`config.mk`:
```
export PLATFORM = sky130hd
export DESIGN_NAME = draw_arbiter
export DESIGN_NICKNAME = d
export VERILOG_FILES = /design/src/rtl/draw_arbiter.sv
export SDC_FILE = /design/constraint.sdc
export NUM_CORES = 1
export LEC_CHECK = 0
export CAP_MARGIN = 20
export CORE_MARGIN = 5
export CORE_UTILIZATION = 40
export DETAILED_ROUTE_END_ITERATION = 8
export MAX_ROUTING_LAYER = met4
export PLACE_DENSITY = 0.79
export REMOVE_ABC_BUFFERS = 1
export SYNTH_ARGS = -nofsm -noshare
export SYNTH_HDL_FRONTEND = slang
export SYNTH_SLANG_ARGS = --single-unit
```
`constraint.sdc`:
```
create_clock -name clk -period 3.83 [get_ports clk]
set_clock_uncertainty 0.1 [all_clocks]
set_input_delay 0.766 -clock clk [delete_from_list [all_inputs] [get_ports clk]]
set_output_delay 0.766 -clock clk [all_outputs]
set_load 0.02 [all_outputs]
```
`src/rtl/draw_arbiter.sv`:
```
// draw_arbiter: round-robin arbiter that grants one of three rectangle requesters and scans its pixels onto the VGA plot port
//   clk, reset              : clock and synchronous active-high reset
//   req, req_x/y/w/h/colour : per-requester request and packed rectangle fields
//   pause                   : stalls the pixel scan while high
//   gnt, done               : one-cycle one-hot grant / completion pulses
//   busy                    : high whenever not idle
//   vga_x/y/colour/plot     : pixel write port to the adapter
module draw_arbiter #(
    parameter int SCREEN_W = 160,
    parameter int SCREEN_H = 120
) (
    input  logic        clk,
    input  logic        reset,
    input  logic [2:0]  req,
    input  logic [23:0] req_x,
    input  logic [20:0] req_y,
    input  logic [23:0] req_w,
    input  logic [20:0] req_h,
    input  logic [8:0]  req_colour,
    input  logic        pause,
    output logic [2:0]  gnt,
    output logic [2:0]  done,
    output logic        busy,
    output logic [7:0]  vga_x,
    output logic [6:0]  vga_y,
    output logic [2:0]  vga_colour,
    output logic        vga_plot
);
    typedef enum logic [1:0] {IDLE, GRANT, FILL, DONE} state_t;
    localparam logic [8:0] X_LIM = 9'(SCREEN_W);
    localparam logic [7:0] Y_LIM = 8'(SCREEN_H);
    state_t state;
    logic [1:0] ptr, sel, p1, p2, win;
    logic [7:0] x0, w0, cx;
    logic [6:0] y0, h0, cy;
    logic [2:0] col;
    logic [8:0] sx;
    logic [7:0] sy;
    logic fill;
    // Search order ptr, ptr+1, ptr+2 (mod 3); p2 is the last resort
    always_comb begin
        p1 = (ptr == 2'd2) ? 2'd0 : ptr + 2'd1;
        p2 = (ptr == 2'd0) ? 2'd2 : ptr - 2'd1;
        win = req[ptr] ? ptr : req[p1] ? p1 : p2;
        sx = {1'b0, x0} + {1'b0, cx};
        sy = {1'b0, y0} + {1'b0, cy};
        fill = (state == FILL);
        vga_x = fill ? sx[7:0] : '0;
        vga_y = fill ? sy[6:0] : '0;
        vga_colour = fill ? col : '0;
        // Off-screen pixels still take their cycle, they just never strobe
        vga_plot = fill && !pause && !reset && (sx < X_LIM) && (sy < Y_LIM);
    end
    assign gnt = {3{state == GRANT}} & (3'b001 << sel);
    assign done = {3{state == DONE}} & (3'b001 << sel);
    assign busy = (state != IDLE);
    always_ff @(posedge clk) begin
        if (reset) begin
            state <= IDLE;
            ptr <= '0;
            sel <= '0;
            cx <= '0;
            cy <= '0;
            x0 <= '0;
            y0 <= '0;
            w0 <= '0;
            h0 <= '0;
            col <= '0;
        end else begin
            case (state)
                IDLE: if (|req) begin
                    sel <= win;
                    x0 <= req_x[8*win +: 8];
                    y0 <= req_y[7*win +: 7];
                    w0 <= req_w[8*win +: 8];
                    h0 <= req_h[7*win +: 7];
                    col <= req_colour[3*win +: 3];
                    state <= GRANT;
                end
                GRANT: begin
                    cx <= '0;
                    cy <= '0;
                    ptr <= (sel == 2'd2) ? 2'd0 : sel + 2'd1;
                    state <= (w0 == 8'd0 || h0 == 7'd0) ? DONE : FILL;
                end
                FILL: if (!pause) begin
                    if (cx == w0 - 8'd1) begin
                        cx <= '0;
                        cy <= cy + 7'd1;
                        if (cy == h0 - 7'd1) state <= DONE;
                    end else begin
                        cx <= cx + 8'd1;
                    end
                end
                default: state <= IDLE;
            endcase
        end
    end
endmodule

```
==> out/qor.yml <==
cells_and_area:
  antenna_cells: 0
  area_delta_synth_final_pct: 40.0
  multi_input_area_um2: 2780
  drive_gt1_share_pct: 9.44
  design_area_um2: 5610
  seq_area_um2: 1080
  nets: 739
  fillCellCount: 893
setup_path:
  cp_data_required_time_ns: 2.96
  worst-path-max-fanout: 6
  startpoint_type: "register"
  crit_type: "register to output port"
  reg2regPathDepth: 7
  cp.arrival_ns: 2.82
  cp-endpoint: "vga_x[5]"
  r2r-start: "w0[2]$_SDFFE_PP0P_"
  crit_path_end_kind: "output port"
  reg2reg_slack_ns: 0.62
  worstSetupStartpoint: "cx[1]$_SDFFE_PP0P_"
  regToRegEndpoint: "cy[1]$_SDFFE_PP0P_"
power_and_ir_drop:
  switching_power_w: 0.00140
  swShare_pct: 44.3
  power_density_nw_per_um2: 564
  power.internal_w: 0.00176
  power_frac_comb_pct: 59.8
  p_leak_nw: 2.18
  ir_drop_v: 0.000252
  clkPwrFrac_pct: 10.0
  p_seq_share_pct: 30.2
timing:
  hold_violations: 0
  slew_headroom_pct: 35.8
  fin_crit_ns: 3.69
  worst_slew_pin_slew_ns: 0.962
  holdWs_ns: 0.389
  tns_ns: 0
  rsz0062_at_grt: "false"
  fmax_mhz: 271
  setup_violations: 0
  drv_slew: 0
  fin_crit_sh_pct: 96.3
routing:
  num_vias: 4080
  detail_route.wl_per_cell_um: 16.5
  dr.pass1.iters: 4
  ant_nets: 0
  wirelength_um: 12100
  vias_per_cell: 5.54
  drcViolationCount: 0
  drtIter0Drc: 137
synth:
  postSynthAreaPerCell_um2: 8.44
  synth_area_leaders: "dfxtp_1 (27%), ha_1 (8.7%), mux2_2 (6.5%)"
  synth.most_common_cell: "nor2_1"
  syn_area_um2: 4010
  synth_top_cell_by_area: "dfxtp_1"
  yosys-top-cells-count: "nor2_1 (63), dfxtp_1 (54), ha_1 (28), nor3_1 (28), xnor2_1 (28)"
  yosysTopAreaCellShare_pct: 27.0
  ys_warn_count: 0
  synthArstFlopShare_pct: 0
  synth_edf_count: 0
  synth_ff_type: "dfxtp_1"
  synth_cell_types: 54
  synthCells: 475
  ys_seq_area_share_pct: 27.0
  ys_ff_latch: 54
floorplan:
  die_h_um: 110
  dieArea_um2: 12100
  rows: 36
  initial_core_util_pct: 41.0
  ios: 131
  die_width_um: 110
  core_area_um2: 9770
worst_hold_path:
  whs_path_depth: 1
  hold_path.class: "register to register"
grt:
  grt_pass1_vias: 4135
  grt_usage_pct: 20.7
  grt_max_degree: 42
  antenna_found_initial: 0
  grt_first_pass_wirelength_um: 19400
  overflow: 0
run_status:
  outcome: "completed"
cts:
  cts.clk_slew.worst_paths_ns: 0.10
  hold_buffers: 0
  clk_path_buf_depth: 2
  post_cts_buffers: 0
  tritoncts: "yes"
  cts_buffers: 5
  cts.sinks: 54
  insertion_delay_ns: 0.31
  cts_root_buf: "clkbuf_8"
  post_cts_resized: 1
  h-tree-depth: 2
placement:
  placed_area_um2: 5530
  place.gp.congestion: 0.889
  port_buffers: 130
  hpwl_um: 9550
job:
  cap_violations: 0
flip-flops by register name (all words and copies together) (netlist names):
| register | flops |
|---|---|
| cy | 7 |
| ptr | 2 |
| w0 | 8 |
| y0 | 7 |
| col | 3 |
| state | 2 |
| cx | 8 |
| sel | 2 |
| x0 | 8 |
| h0 | 7 |
placed cells by master, fill, tap and decap left out, types with 11 or more instances in the layout:
| master | instances |
|---|---|
| xnor2_1 | 28 |
| a221oi_1 | 20 |
| inv_1 | 22 |
| mux2_2 | 23 |
| nor3_1 | 28 |
| a221o_1 | 13 |
| nand2_1 | 26 |
| clkdlybuf4s50_1 | 127 |
| ha_1 | 28 |
| mux2i_1 | 18 |
| a211oi_1 | 11 |
| o21ai_0 | 11 |
| nor2_1 | 62 |
| dfxtp_1 | 54 |
| and2_1 | 14 |
| buf_4 | 12 |
metrics by stage:
| step | instances | power (W) | utilization (%) | setup WS [ns] |
|---|---|---|---|---|
| 2_1_floorplan | 454 | 0.00222 | - | -0.891 |
| 3_3_place_gp | 730 | 0.00278 | 56.5 | 0.0676 |
| 3_5_place_dp | 730 | 0.00285 | 56.5 | 0.0695 |
| 4_1_cts | 737 | 0.00318 | 57.4 | 0.00400 |
| 5_1_grt | 737 | 0.00343 | 57.4 | 0.0169 |
| 6_report | 737 | 0.00316 | 57.4 | 0.142 |
final cells by class:
| cell class | count | share of cell area (%) |
|---|---|---|
| multi-input cells | 377 | 49.6 |
| well taps | 133 | 2.97 |
| clock buffers | 5 | 1.23 |
| inverters | 23 | 1.54 |
| flip-flops and latches | 54 | 19.3 |
| repair buffers | 143 | 25.2 |
| clock inverters | 2 | 0.245 |
power by group through the flow:
stage                     sequential, W  combinational [W]  clock (W)
after floorplan                0.000904            0.00132          0
after global placement         0.000955            0.00182          0
after detailed placement       0.000964            0.00189          0
after CTS                      0.000954            0.00190   0.000322
after global routing           0.000984            0.00209   0.000357
final                          0.000956            0.00189   0.000315
critical path, cell delays in order, from the launching register on:
cell	delay, ns
dfxtp_1	0.48
ha_1	0.28
a21o_1	0.15
a21oi_1	0.27
o21ai_0	0.21
nor2_1	0.15
xnor2_1	0.16
and2_1	0.18
clkdlybuf4s50_1	0.62
cell families after synthesis:
| group | share of synthesized area [%] |
|---|---|
| simple gates | 21.6 |
| xor+xnor | 7.43 |
| mux | 11.0 |
| buf+inv | 4.15 |
| fa+ha+maj | 9.74 |
| compound gates | 19.2 |
| flops | 27.0 |
per-layer routing:
layer / track usage [%] / up-vias / part of all wire (%)
li1: - / 1988 / -
met1: 25.4 / 1928 / 44
met2: 35.1 / 144 / 49
met3: 2.97 / 20 / 5.2
met4: 6.33 / 0 / 2.0
met5: - / - / 0
worst min path at each step:
| stage | from | slack (ns) | end |
|---|---|---|---|
| 2_1_floorplan | col[2]$_SDFFE_PP0P_ | 0.35 | col[2]$_SDFFE_PP0P_ |
| 3_3_place_gp | col[2]$_SDFFE_PP0P_ | 0.36 | col[2]$_SDFFE_PP0P_ |
| 3_5_place_dp | col[2]$_SDFFE_PP0P_ | 0.37 | col[2]$_SDFFE_PP0P_ |
| 4_1_cts | col[0]$_SDFFE_PP0P_ | 0.40 | col[0]$_SDFFE_PP0P_ |
| 5_1_grt | col[1]$_SDFFE_PP0P_ | 0.41 | col[1]$_SDFFE_PP0P_ |
| 6_report | col[2]$_SDFFE_PP0P_ | 0.39 | col[2]$_SDFFE_PP0P_ |
No activity file was read; power rests on OpenSTA's default activity.
